$ cat src/rtl/my_and_pkg.sv
// Shared definitions for the my_and gate cell and its observation logic.
package my_and_pkg;

    // Default width of the high-cycle counter.
    localparam int CNT_W_DEFAULT = 8;

    // Truth-table row index, packed as {input1, input2}.
    typedef logic [1:0] combo_t;

    // Coverage value once all four truth-table rows have been sampled.
    localparam logic [3:0] COV_ALL = 4'b1111;

    // Build the row index from the two operands.
    function automatic combo_t make_combo(input logic a, input logic b);
        return {a, b};
    endfunction

endpackage : my_and_pkg

$ cat src/rtl/my_and_cov.sv
// Sticky truth-table coverage tracker: one bit per {input1,input2} row,
// set when that row is sampled at a clock edge and cleared only by reset.
module my_and_cov
    import my_and_pkg::*;
(
    input  logic       clk,
    input  logic       rst,
    input  combo_t     combo,
    output logic [3:0] cov,
    output logic       all_seen
);

    logic [3:0] cov_d;
    logic [3:0] cov_q;

    // Next coverage vector: reset clears it, otherwise the sampled row is marked.
    always_comb begin
        cov_d = cov_q;
        if (rst) begin
            cov_d = 4'b0000;
        end else begin
            cov_d[combo] = 1'b1;
        end
    end

    // Coverage register.
    always_ff @(posedge clk) begin
        cov_q <= cov_d;
    end

    assign cov      = cov_q;
    // Follows the registered vector directly; no extra pipeline stage.
    assign all_seen = (cov_q == COV_ALL);

endmodule : my_and_cov

$ cat src/rtl/my_and.sv
// Two-input AND gate cell with a registered copy of the output, sticky
// truth-table coverage and a saturating count of edges sampled with op high.
module my_and
    import my_and_pkg::*;
#(
    parameter int CNT_W = CNT_W_DEFAULT
) (
    input  logic             clk,
    input  logic             rst,
    input  logic             input1,
    input  logic             input2,
    output logic             op,
    output logic             op_q,
    output logic [3:0]       cov,
    output logic             all_seen,
    output logic [CNT_W-1:0] hi_count
);

    localparam logic [CNT_W-1:0] CNT_MAX = {CNT_W{1'b1}};
    localparam logic [CNT_W-1:0] CNT_ONE = CNT_W'(1);

    logic             op_d;
    logic             op_r_q;
    logic [CNT_W-1:0] hi_count_d;
    logic [CNT_W-1:0] hi_count_q;

    // The gate itself: purely combinational, independent of clk and rst.
    assign op = input1 & input2;

    // Next values for the registered copy and the saturating counter.
    always_comb begin
        op_d       = 1'b0;
        hi_count_d = hi_count_q;
        if (rst) begin
            op_d       = 1'b0;
            hi_count_d = '0;
        end else begin
            op_d = op;
            if (op && (hi_count_q != CNT_MAX)) begin
                hi_count_d = hi_count_q + CNT_ONE;
            end else begin
                hi_count_d = hi_count_q;
            end
        end
    end

    // Registered copy of op and the high-cycle counter.
    always_ff @(posedge clk) begin
        op_r_q     <= op_d;
        hi_count_q <= hi_count_d;
    end

    assign op_q     = op_r_q;
    assign hi_count = hi_count_q;

    my_and_cov u_cov (
        .clk      (clk),
        .rst      (rst),
        .combo    (make_combo(input1, input2)),
        .cov      (cov),
        .all_seen (all_seen)
    );

endmodule : my_and

$ cat config.mk
export PLATFORM = sky130hd
export DESIGN_NAME = my_and
export DESIGN_NICKNAME = d
export VERILOG_FILES = /design/src/rtl/my_and_pkg.sv /design/src/rtl/my_and_cov.sv /design/src/rtl/my_and.sv
export SDC_FILE = /design/constraint.sdc
export NUM_CORES = 1
export LEC_CHECK = 0
export ABC_AREA = 0
export CORE_MARGIN = 4
export CORE_UTILIZATION = 41
export DETAILED_ROUTE_END_ITERATION = 7
export GPL_TIMING_DRIVEN = 0
export PLACE_DENSITY = 0.74
export REMOVE_ABC_BUFFERS = 1
export SYNTH_ARGS = -nofsm -noshare
export SYNTH_HDL_FRONTEND = slang
export SYNTH_SLANG_ARGS = --single-unit
$ cat constraint.sdc
create_clock -name clk -period 1.6 [get_ports clk]
set_input_delay 0.4 -clock clk [delete_from_list [all_inputs] [get_ports clk]]
set_output_delay 0.4 -clock clk [all_outputs]
set_load 0.02 [all_outputs]
Yosys cells after proc, flatten, opt, wreduce, memory -nomap -nowiden:

Index checks and enable logic that the tools add are counted.

* flip-flop bits (word level): 13
* bits in writable memories: 0
* bits of input ports: 4
* memories: 0
* bits in read-only memories: 0
* bits in latches: 0
* word-level logic and storage cells: 14

* divide/modulo/power cells: 0
* multiplexer cells: 2
* eq/ne operators: 2
* add/subtract/negate cells: 1
* bitwise operators: 2
* $mul: 0
* order comparisons: 2
* shift operators: 0
* reductions and logical operators: 2

Operators with widths (number)
* adder 8 x 1 -> 8 bit, second input constant: 1
* inequality test 8 bit, second input constant: 1
* == test 4 bit, second input constant: 1
* OR 4 bit: 1
* < comparator 2 x 3 -> 1 bit, second input constant: 1
* demux 1 bit (select 2 bit): 1
* greater-or-equal comparator 2 x 1 -> 1 bit, second input constant: 1
* logical AND 1 bit: 2
* AND 1 bit: 1
* 2-to-1 mux 1 bit: 1

Depth between registers and ports, before layout:

* depth after elaboration: 5
* mapped depth: 5
* gate-level depth less buffers: 5

Modules after synthesis:

Synthesis repeated with hierarchy kept, for this count alone.

* cell total of the unflattened synthesis: 63
* area total of the unflattened synthesis: 555.5 µm²

Modules (own cells, without submodules)
* my_and: instances 1, area each 414.1 µm², cells each 48
* my_and_cov: instances 1, area each 141.4 µm², cells each 15

Worst setup path before layout:

OpenSTA, ideal clock, no wires.

* path type: register to register
* from: register hi_count_q[0], in the netlist hi_count[0]
* to: register hi_count_q[5], in the netlist hi_count[5]
* data required time: 1529 ps
* arrival: 1423 ps
* cell stages (with the launch flop): 5
* slack: 106 ps
* path buffers: 0
* cells stage by stage: dfxtp_1 -> ha_1 -> and4_4 -> or4_1 -> a21oi_1

* longest elaborated chain between the ends: 2
* elaborated cells on any way between the ends: 3
* classes of those cells: add/sub: 1; eq/ne: 1; reduce/logical: 1

RTL lines
* start: declaration: RTL line my_and.sv:25 `logic [CNT_W-1:0] hi_count_q;`
* start signal: assignment: RTL line my_and.sv:50 `hi_count_q <= hi_count_d;`
* parallel branches: the longest is 2 deep, another holds adder 8 x 1 -> 8 bit

Several ways; the timed one is not identified.
A chain may end at the register's enable or synchronous reset.

Worst setup path in the final report:

* from: register hi_count_q[7], in the netlist hi_count[7]
* to: output port hi_count[7]

RTL lines
* end: declaration: RTL line my_and.sv:16 `output logic [CNT_W-1:0] hi_count`

No word-level cell between the ends.

==> impl_metrics.csv <==
group,metric,value,unit
sta,hold_violations,0,
logic_synthesis,async_flop_share,0,%
die,die-width,44.4,µm
clock_tree,clock-sinks,13,
place,numPortBuffers,18,
final_layout,stdcell_area,748,µm²
clock_tree,h-tree-depth,1,
drt,antenna_left,0,
logic_synthesis,synth-seq-cells,13,
clock_tree,clkTransAtPathRegs,0.08,ns
logic_synthesis,syn_avg_cell_area,8.62,µm²
place,place_area,737,µm²
pwr,p_sw,0.161,mW
clock_tree,holdBufCountCts,0,
logic_synthesis,yosysWarnings,0,
grt,grt_overflow,0,
logic_synthesis,synth_cells,63,
grt,groute.usage.overall,14.2,%
sta,slew_headroom,68.8,%
pwr,p_int,0.458,mW
sta,maxSlewViolCount,0,
clock_tree,cts-buffers-inserted,3,
logic_synthesis,synth_top_flop_cell,"dfxtp_1",
pwr,switching_share,26.0,%
final_layout,syn_to_final_growth,37.8,%
die,io_pins,19,
grt,antenna_found_initial,0,
pwr,finalPower,0.619,mW
die,row_count,12,
final_layout,finalNetCount,90,
worst_setup_path,path_class,"reg -> out",
drt,wl_per_cell,12.3,µm
drt,vias,506,
grt,grt_max_degree,14,
logic_synthesis,ys_types,22,
clock_tree,cts_root_buf,"clkbuf_4",
pwr,seq_power_share,55.3,%
worst_setup_path,cp_top_family,"flip-flops",
sta,post-route-period-util,96.4,%
drt,drt-total-wl,1200,µm
worst_setup_path,cp_slowest_stage_delay,0.48,ns
drt,routed_via_density,5.16,
die,dieHeight,44.4,µm
worst_setup_path,required,1.20,ns
final_layout,n_antenna_cell,0,
grt,grt_pass1_vias,493,
worst_setup_path,crit_arrival,1.14,ns
pwr,p_per_area,827,mW/mm²
pwr,ir_drop,0.522,mV
clock_tree,clock_path_buffers,2,
place,hpwl,845,µm
sta,fin_tns_setup,0,ns
sta,fmax,648,MHz
logic_synthesis,synth-seq-area-share,47.9,%
clock_tree,clkLatencyLatePin,0.28,ns
worst_setup_path,path_max_fanout,8,
place,gp_congestion,0.743,
grt,grt_first_pass_wirelength,2090,µm
pwr,clkPwrFrac,33.9,%
die,coreArea,0.00117,mm²
drt,drt_iter0_drc,9,
worst_setup_path,cp-start-kind,"flop",
logic_synthesis,netlist_area,543,µm²
sta,rsz0062_at_grt,"no",
drt,dr.pass1.iters,4,
die,dieArea,0.00197,mm²
worst_setup_path,cp-end-kind,"primary output",
pwr,pwr-share-comb,10.8,%
pwr,leakagePower,0.369,nW
clock_tree,cts_tree,"built",
final_layout,final_cell_mix,"14 x dlygate4sd2_1, 13 x dfxtp_1, 12 x nor2_1",
worst_setup_path,crit_chain,"dlygate4sd2_1",
drt,drc,0,
sta,setup_viol,0,
worst_setup_path,slowest_stage,"dfxtp_1",
worst_setup_path,critPathBufInv,1,
sta,max_slew.worst_pin.slew,0.466,ns
min_path,min_path_type,"reg -> reg",
logic_synthesis,synth_edf_count,0,
final_layout,final_core_util,63.9,%
sta,clock_skew,0.00124,ns
die,start_util,46.4,%
sta,finalCriticalPeriod,1.54,ns
run,drv_cap,0,
status,status,"completed",
final_layout,final_common_cell,"dlygate4sd2_1",
final_layout,drive_gt1_share,11.9,%
==> timing repair <==
| action | in CTS | in global routing |
|---|---|---|
| buffers inserted | 0 | 0 |
| setup endpoints to repair | 15 | 3 |
| endpoints found under the hold margin | 0 | 0 |
| resized for setup | 22 | 4 |
| gates cloned | 0 | 0 |
==> final timing paths <==
kind              slack, ns         start  cells past startpoint      endpoint
hold reg to reg        0.49  u_cov.cov[2]                      2  u_cov.cov[2]
setup / recovery       0.06   hi_count[7]                      1   hi_count[7]
setup reg to reg       0.10   hi_count[0]                      4   hi_count[5]
hold / removal         0.49  u_cov.cov[2]                      2  u_cov.cov[2]
==> power by group through the flow <==
| stage | Combinational (mW) | Clock, mW | Sequential, mW |
|---|---|---|---|
| final | 0.0667 | 0.210 | 0.343 |
| after global routing | 0.0728 | 0.228 | 0.345 |
| after CTS | 0.0677 | 0.215 | 0.343 |
| after detailed placement | 0.0756 | 0 | 0.351 |
| after global placement | 0.0755 | 0 | 0.351 |
| after floorplan | 0.0207 | 0 | 0.363 |
==> kinds of logic (layout without fill, tap and decap cells) <==
logic type | Yosys count | in the layout | synth area share (%)
compound gates | 12 | 12 | 13.4
xor+xnor | 2 | 2 | 3.23
fa+ha+maj | 1 | 1 | 2.30
buf+inv | 5 | 26 | 3.45
flops | 13 | 13 | 47.9
mux | 2 | 2 | 3.69
simple gates | 28 | 28 | 26.0
==> synth_stat cells (all sizes together), types with 2 or more instances <==
| library cell | number | area, µm² |
|---|---|---|
| dfxtp | 13 | 260 |
| nor2 | 12 | 45.0 |
| a21oi | 7 | 35.0 |
| nand2 | 5 | 18.8 |
| inv | 4 | 15.0 |
| and4 | 3 | 31.3 |
| a211oi | 2 | 15.0 |
| mux2i | 2 | 20.0 |
| nand3 | 2 | 10.0 |
| nor3 | 2 | 10.0 |
==> through the flow <==
stage	std cells	setup slack [ns]	hold WS, ns
floorplan	62	0.107	0.469
global placement	94	-0.609	0.479
detailed placement	94	-0.600	0.485
CTS	98	0.00157	0.499
global route	98	0.00909	0.525
finish	98	0.0569	0.491
==> flip-flops by register name (all words and copies together) (netlist names) <==
register   count
hi_count       8
u_cov.cov      4
op_q           1
==> metal layers <==
metal | wire (µm) | share of wire (%) | global-route usage (%)
met1 | 607 | 50 | 19.4
met5 | 0 | 0 | 0
met2 | 511 | 43 | 20.3
met3 | 55 | 4.6 | 2.44
met4 | 27 | 2.2 | 9.04
==> cell type report <==
| class | count | area, µm² |
|---|---|---|
| fill | 115 | 423 |
| multi-input combinational | 45 | 272 |
| sequential | 13 | 260 |
| timing repair buffer | 18 | 158 |
| clock buffer | 4 | 26.3 |
| tap | 14 | 17.5 |
| inverter | 4 | 15.0 |
Power figures use the tool's default switching activity.
